<file path="config.mk">
export PLATFORM = sky130hd
export DESIGN_NAME = imuldiv_muldiv_arbiter
export DESIGN_NICKNAME = d
export VERILOG_FILES = /design/src/rtl/imuldiv_muldiv_arbiter.sv
export SDC_FILE = /design/constraint.sdc
export NUM_CORES = 1
export LEC_CHECK = 0
export CORE_AREA = 2 2 158 160
export CTS_BUF_LIST = sky130_fd_sc_hd__clkbuf_4 sky130_fd_sc_hd__clkbuf_8 sky130_fd_sc_hd__clkbuf_16
export CTS_CLUSTER_SIZE = 8
export DETAILED_ROUTE_END_ITERATION = 8
export DIE_AREA = 0 0 160 162
export HOLD_SLACK_MARGIN = 0.12
export MAX_ROUTING_LAYER = met4
export PLACE_DENSITY = 0.54
export SYNTH_ARGS = -nofsm -noshare
export SYNTH_HDL_FRONTEND = slang
export SYNTH_SLANG_ARGS = --single-unit
</file>
<file path="constraint.sdc">
create_clock -name clk -period 6.1 [get_ports clk]
set_input_delay 0.61 -clock clk [delete_from_list [all_inputs] [get_ports clk]]
set_output_delay 0.61 -clock clk [all_outputs]
set_load 0.005 [all_outputs]
</file>
<file path="src/rtl/imuldiv_muldiv_arbiter.sv">
// Two-port round-robin front end sharing one iterative mul/div unit; an owner-tag FIFO
// routes each result back to its issuing port. Optional counters under IMULDIV_ARB_STATS_EN.
module imuldiv_muldiv_arbiter #(
  parameter int unsigned TAG_DEPTH = 2
) (
  input  logic        clk,
  input  logic        reset_n,
  input  logic [66:0] req0_msg,
  input  logic        req0_val,
  output logic        req0_rdy,
  output logic [63:0] resp0_msg,
  output logic        resp0_val,
  input  logic        resp0_rdy,
  input  logic [66:0] req1_msg,
  input  logic        req1_val,
  output logic        req1_rdy,
  output logic [63:0] resp1_msg,
  output logic        resp1_val,
  input  logic        resp1_rdy,
  output logic [66:0] muldivreq_msg,
  output logic        muldivreq_val,
  input  logic        muldivreq_rdy,
  input  logic [63:0] muldivresp_msg,
  input  logic        muldivresp_val,
  output logic        muldivresp_rdy
`ifdef IMULDIV_ARB_STATS_EN
  ,
  output logic [31:0] grant_count0,
  output logic [31:0] grant_count1,
  output logic [31:0] conflict_count
`endif
);

  localparam int unsigned PtrW = (TAG_DEPTH > 1) ? $clog2(TAG_DEPTH) : 1;
  localparam int unsigned CntW = $clog2(TAG_DEPTH) + 1;

  logic                 prio_q;
  logic [TAG_DEPTH-1:0] tags_q;
  logic [PtrW-1:0]      rd_ptr_q, wr_ptr_q;
  logic [CntW-1:0]      count_q;

  logic grant, owner, empty, full, pop, can_push, fire;

  function automatic logic [PtrW-1:0] ptr_inc(input logic [PtrW-1:0] p);
    return (p == PtrW'(TAG_DEPTH - 1)) ? '0 : p + 1'b1;
  endfunction

  always_comb begin
    empty = (count_q == '0);
    full  = (count_q == CntW'(TAG_DEPTH));
    owner = tags_q[rd_ptr_q];

    // A lone requester wins regardless of prio; prio only breaks ties.
    grant = (req0_val && req1_val) ? prio_q : req1_val;

    muldivresp_rdy = reset_n && !empty && (owner ? resp1_rdy : resp0_rdy);
    pop            = muldivresp_val && muldivresp_rdy;
    can_push       = !full || pop;

    muldivreq_val = reset_n && (req0_val || req1_val) && can_push;
    muldivreq_msg = grant ? req1_msg : req0_msg;
    req0_rdy      = reset_n && !grant && muldivreq_rdy && can_push;
    req1_rdy      = reset_n && grant && muldivreq_rdy && can_push;
    fire          = muldivreq_val && muldivreq_rdy;

    resp0_val = reset_n && muldivresp_val && !empty && !owner;
    resp1_val = reset_n && muldivresp_val && !empty && owner;
    resp0_msg = muldivresp_msg;
    resp1_msg = muldivresp_msg;
  end

  always_ff @(posedge clk or negedge reset_n) begin
    if (!reset_n) begin
      prio_q   <= 1'b0;
      tags_q   <= '0;
      rd_ptr_q <= '0;
      wr_ptr_q <= '0;
      count_q  <= '0;
    end else begin
      if (fire) begin
        tags_q[wr_ptr_q] <= grant;
        wr_ptr_q         <= ptr_inc(wr_ptr_q);
        prio_q           <= !grant;
      end
      if (pop) begin
        rd_ptr_q <= ptr_inc(rd_ptr_q);
      end
      count_q <= count_q + CntW'(fire) - CntW'(pop);
    end
  end

`ifdef IMULDIV_ARB_STATS_EN
  always_ff @(posedge clk or negedge reset_n) begin
    if (!reset_n) begin
      grant_count0   <= '0;
      grant_count1   <= '0;
      conflict_count <= '0;
    end else begin
      if (fire && !grant) grant_count0 <= grant_count0 + 32'd1;
      if (fire && grant)  grant_count1 <= grant_count1 + 32'd1;
      if (req0_val && req1_val) conflict_count <= conflict_count + 32'd1;
    end
  end
`endif

`ifndef SYNTHESIS
  // A result with no outstanding tag means the unit broke the protocol.
  always_ff @(posedge clk) begin
    if (reset_n && muldivresp_val && empty) begin
      $display("imuldiv_muldiv_arbiter: unit response with no outstanding tag at %0t", $time);
    end
  end
`endif

endmodule
</file>
==> results of run 1 <==
-- cells in the mapped netlist (2+ instances only) --
cell type | instances | area, um2
ha_1 | 2 | 25.0
mux2_1 | 2 | 22.5
buf_4 | 128 | 961
xnor2_1 | 3 | 26.3
buf_1 | 2 | 7.51
nor2_1 | 5 | 18.8
mux2i_1 | 2 | 20.0
and3_1 | 2 | 12.5
nand3_1 | 2 | 10.0
nand2_1 | 203 | 762
clkbuf_1 | 13 | 48.8
nor2b_1 | 2 | 12.5
dfrtp_1 | 7 | 175
-- cell families (layout without fill, tap and decap cells) --
kind of cell               after synthesis  after routing  share of synthesized area
DFF                                      7              7                     0.0805
AOI/OAI and AO/OA                        4              4                     0.0138
buffers and inverters                  144            221                      0.469
muxes                                    4              4                     0.0195
xor gates and xnor gates                 4              4                     0.0161
adders and majority gates                2              2                     0.0115
and+or+nand+nor                        219            219                      0.390
-- layout make-up --
| type | count | area share |
|---|---|---|
| Clock buffer | 4 | 0.0217 |
| Inverter | 1 | 0.000986 |
| Sequential cell | 7 | 0.0460 |
| Tap cell | 324 | 0.106 |
| Timing Repair Buffer | 216 | 0.566 |
| Multi-Input combinational cell | 233 | 0.259 |
-- power by group --
group          internal, mW  switching (mW)  leakage, nW
Clock                0.0916          0.0269       0.0416
Sequential           0.0707          0.0178       0.0840
Combinational         0.288           0.191         1.53
Total                 0.450           0.235         1.66
-- stage by stage --
| stage | power (mW) | worst slack (ps) | std cells | hold slack, ps | instance area, um2 |
|---|---|---|---|---|---|
| floorplan | 0.337 | 3980 | 384 | 314 | 2180 |
| global placement | 0.574 | 2460 | 781 | 475 | 3730 |
| detailed placement | 0.574 | 2410 | 781 | 475 | 3730 |
| CTS | 0.697 | 2400 | 785 | 487 | 3810 |
| global route | 0.747 | 2230 | 785 | 513 | 3810 |
| finish | 0.685 | 2460 | 785 | 485 | 3810 |
-- how the worst min path moves through the flow --
| stage | to | from | cells past startpoint |
|---|---|---|---|
| 5_1_grt | wr_ptr_q$_DFFE_PN0P_ | wr_ptr_q$_DFFE_PN0P_ | 1 |
| 4_1_cts | prio_q$_DFFE_PN0P_ | prio_q$_DFFE_PN0P_ | 1 |
| 2_1_floorplan | count_q[0]$_DFF_PN0_ | reset_n | 0 |
| 3_5_place_dp | prio_q$_DFFE_PN0P_ | prio_q$_DFFE_PN0P_ | 1 |
| 3_3_place_gp | tags_q[0]$_DFFE_PN0P_ | tags_q[0]$_DFFE_PN0P_ | 1 |
| 6_report | prio_q$_DFFE_PN0P_ | prio_q$_DFFE_PN0P_ | 1 |
-- layer usage --
layer	up-vias	track usage
met5	-	-
met4	0	0.0229
met3	32	0.0536
met2	268	0.138
met1	998	0.0726
li1	1184	-
-- critical path, cell delays in order --
cell	delay, ps
clkdlybuf4s50_1	420
nand2b_1	120
and2_2	610
buf_4	460
nand2_1	170
nand2_1	90
clkdlybuf4s50_1	500
-- sequential cells by signal, summed over array words and instances (netlist names) --
name      flops
prio_q        1
wr_ptr_q      1
tags_q        2
count_q       2
rd_ptr_q      1
==> impl_metrics.yaml, run 1 <==
outcome:
  outcome: "finished, final reports clean"
worst_setup_path:
  crit_type: "primary input to output pin"
  r2r_cells: 9
  timing.rr.end: "count_q[1]$_DFF_PN0_"
  reg2reg_slack_ps: 3960
  cp-endpoint: "muldivreq_msg[57]"
  cp-start-kind: "primary input"
  startpoint: "req0_val"
  worst-path-max-fanout: 36
  critPathCaptureType: "output pin"
  crit_arrival_ps: 3030
  required_ps: 5490
  timing.rr.start: "rd_ptr_q$_DFFE_PN0P_"
place:
  dp_hpwl_um: 9320
  io_buffers: 214
  gp_congestion: 0.768
power:
  p_leak_nw: 1.66
  vdd_drop_max_v: 0.0000882
  p_per_area_nw_per_um2: 180
cts:
  post_cts_resized: 0
  cts.hold.buffers_added: 0
  cts_root_buf: "clkbuf_16"
  post_cts_buffers: 0
  cts_sinks: 7
  cts_tree: "yes"
  clk_pin_slew_ps: 40
  htreeDepth: 1
  clockBufferDepth: 2
  clk_latency_ps: 230
  cts_buffers: 3
detailed_routing:
  ant_nets: 0
  post-route-drc-count: 0
  wl_met1_um: 3480
  met2_length_um: 5100
  vias_per_cell: 3.16
  drt-pass1-iter-count: 4
  routed.top_layer: "met4"
  wl_um: 10800
  wl_per_cell_um: 13.8
  vias: 2482
  drt-initial-drc-count: 80
  wl_met3_um: 1910
logic_synthesis:
  async_flop_share: 1.00
  synth_area_um2: 2180
  ys_ff_latch: 7
  ys_warn_count: 0
  synth-edff-count: 0
  synth_cell_types: 24
  synth_cells: 384
  syn_avg_cell_area_um2: 5.67
  synth_flop_cell: "dfrtp_1"
  seq_area_frac_synth: 0.0805
  synth_nets: 592
sta:
  slew_headroom: 0.528
  min_period_over_period: 0.597
  min_period_ps: 3640
  fin_tns_setup_ps: 0
  fin_skew_ps: 3.11
  drv_slew: 0
  rsz0062_at_grt: "false"
  setup_viol: 0
  tightest_slew_ps: 705
  final_hold_viol_count: 0
  max_freq_mhz: 275
cells_and_area:
  final_common_cell: "clkdlybuf4s50_1"
  multi_input_area_um2: 985
  diodes: 0
  drive_above_1_share: 0.0217
  most-common-layout-cells: "214 x clkdlybuf4s50_1, 202 x nand2_1, 7 x dfrtp_1"
  fillers: 2821
  fin_util: 0.158
  area_growth_pct: 74.9
  final_nets: 670
  seq_area_um2: 175
floorplan:
  start_util: 0.0903
  coreArea_um2: 24100
  fp-row-count: 57
  die_area_um2: 25900
  die_x_um: 160
  ioPinCount: 407
  die_h_um: 162
global_route:
  grt_max_degree: 37
  grt.overflow.total: 0
  antenna_found_initial: 0
  grt_pass1_wl_um: 15600
  track_usage: 0.0801
  grt_pass1_vias: 2655
hold_path:
  hp-class: "flop to flop"
flow_run:
  drv_cap: 0
No activity file was read; power rests on OpenSTA's default activity.
==> run 2: changes to the inputs <==
==> constraint.sdc (replaced) <==
create_clock -name clk -period 3.7 [get_ports clk]
set_input_delay 0.37 -clock clk [delete_from_list [all_inputs] [get_ports clk]]
set_output_delay 0.37 -clock clk [all_outputs]
set_load 0.005 [all_outputs]
==> impl_metrics.yaml, run 2 (synthesis gave the netlist of run 1 again) <==
power:
  seqPwrFrac: 0.128
  p_int_uw: 753
  clock_power_share: 0.170
  p_per_area_nw_per_um2: 298
  combPwrFrac: 0.702
  power.total_mw: 1.14
  p_sw_uw: 391
  vdd_drop_max_v: 0.000157
  p_sw_frac: 0.342
  p_leak_nw: 1.67
worst_setup_path:
  r2r_cells: 9
  crit_arrival_ps: 2530
  critPathCaptureType: "output pin"
  crit_slowest_cell: "and2_2"
  required_ps: 3330
  reg2reg_slack_ps: 1530
  timing.rr.end: "count_q[1]$_DFF_PN0_"
  cp-start-kind: "primary input"
  timing.rr.start: "rd_ptr_q$_DFFE_PN0P_"
  crit_type: "primary input to output pin"
  path_cells: "clkdlybuf4s50_1, nand2b_1, and2_2, buf_12, nand2_1, nand2_1, clkdlybuf4s50_1"
  cp_slowest_stage_delay_ps: 660
  worst-path-max-fanout: 36
floorplan:
  die_x_um: 160
  start_util: 0.0903
  coreArea_um2: 24100
  ioPinCount: 407
  die_h_um: 162
  die_area_um2: 25900
  fp-row-count: 57
sta:
  setup_slack_ps: 801
  setup_viol: 0
  min_period_ps: 2900
  drv_slew: 0
  hold_ws_ps: 461
  rsz0062_at_grt: "false"
  fin_skew_ps: 2.29
  slew_headroom: 0.490
  max_freq_mhz: 345
  tightest_slew_ps: 764
  final_hold_viol_count: 0
  fin_tns_setup_ps: 0
  min_period_over_period: 0.784
global_route:
  antenna_found_initial: 0
  grtUsageMet3: 0.0501
  grtUsageMet2: 0.132
  grt_max_degree: 37
  met1_usage: 0.0690
  grt.overflow.total: 0
  grt_pass1_wl_um: 14900
  track_usage: 0.0773
  grt_pass1_vias: 2523
  busiest_layer: "met2"
cts:
  cts_buffers: 3
  htreeDepth: 1
  post_cts_buffers: 0
  cts.hold.buffers_added: 0
  clockBufferDepth: 2
  clk_pin_slew_ps: 40
  clk_latency_ps: 230
  cts_sinks: 7
  cts_root_buf: "clkbuf_16"
  post_cts_resized: 0
  cts_tree: "yes"
place:
  dp.cells: 782
  dp_hpwl_um: 9180
  placed_area_um2: 3760
  gp_congestion: 0.798
  io_buffers: 214
  dp_slack_ps: 744
detailed_routing:
  drt-pass1-iter-count: 7
  vias: 2493
  ant_nets: 0
  post-route-drc-count: 0
  wl_per_cell_um: 13.4
  wl_um: 10500
  drt-initial-drc-count: 61
  vias_per_cell: 3.17
cells_and_area:
  final_nets: 671
  fin_util: 0.159
  reg.largest.list: "count_q x2, tags_q x2"
  final_common_cell: "clkdlybuf4s50_1"
  diodes: 0
  most-common-layout-cells: "214 x clkdlybuf4s50_1, 202 x nand2_1, 7 x dfrtp_1"
  drive_above_1_share: 0.0238
  layout.cells.non_filler: 786
  area_growth_pct: 76.4
  postLayoutCellArea_um2: 3840
outcome:
  outcome: "finished, final reports clean"
flow_run:
  drv_cap: 0
hold_path:
  hp-class: "primary input to asynchronous set/reset pin"
[run 2: area by class of cell]
class / instances / area, um2
Fill cell: 2803 / 20300
Sequential cell: 7 / 175
Tap cell: 324 / 405
Inverter: 1 / 3.75
Timing Repair Buffer: 217 / 2190
Clock buffer: 4 / 82.6
Multi-Input combinational cell: 233 / 985
[run 2: power groups by stage]
stage          Combinational (mW)  Clock (mW)  Sequential, mW
2_1_floorplan               0.416           0           0.140
3_3_place_gp                0.811           0           0.146
3_5_place_dp                0.814           0           0.147
4_1_cts                     0.819       0.198           0.146
5_1_grt                     0.888       0.200           0.153
6_report                    0.804       0.195           0.146
[run 2: layer usage]
| layer | share of wire | up-vias |
|---|---|---|
| met5 | 0 | - |
| met4 | 0.036 | 0 |
| met3 | 0.18 | 32 |
| met2 | 0.47 | 254 |
| met1 | 0.31 | 1023 |
| li1 | - | 1184 |
[run 2: worst max-delay path, delay by kind of cell]
family,cells,cell delay (ps)
simple gates,4,950
buf+inv,3,1180
[run 2: worst max path at each step]
stage,cells past startpoint,from,slack (ps),to
4_1_cts,7,req0_val,740,muldivreq_msg[28]
5_1_grt,7,req0_val,600,muldivreq_msg[17]
3_3_place_gp,7,req0_val,760,muldivreq_msg[28]
3_5_place_dp,7,req0_val,740,muldivreq_msg[10]
6_report,7,req0_val,800,muldivreq_msg[12]
2_1_floorplan,9,rd_ptr_q$_DFFE_PN0P_,1760,count_q[1]$_DFF_PN0_
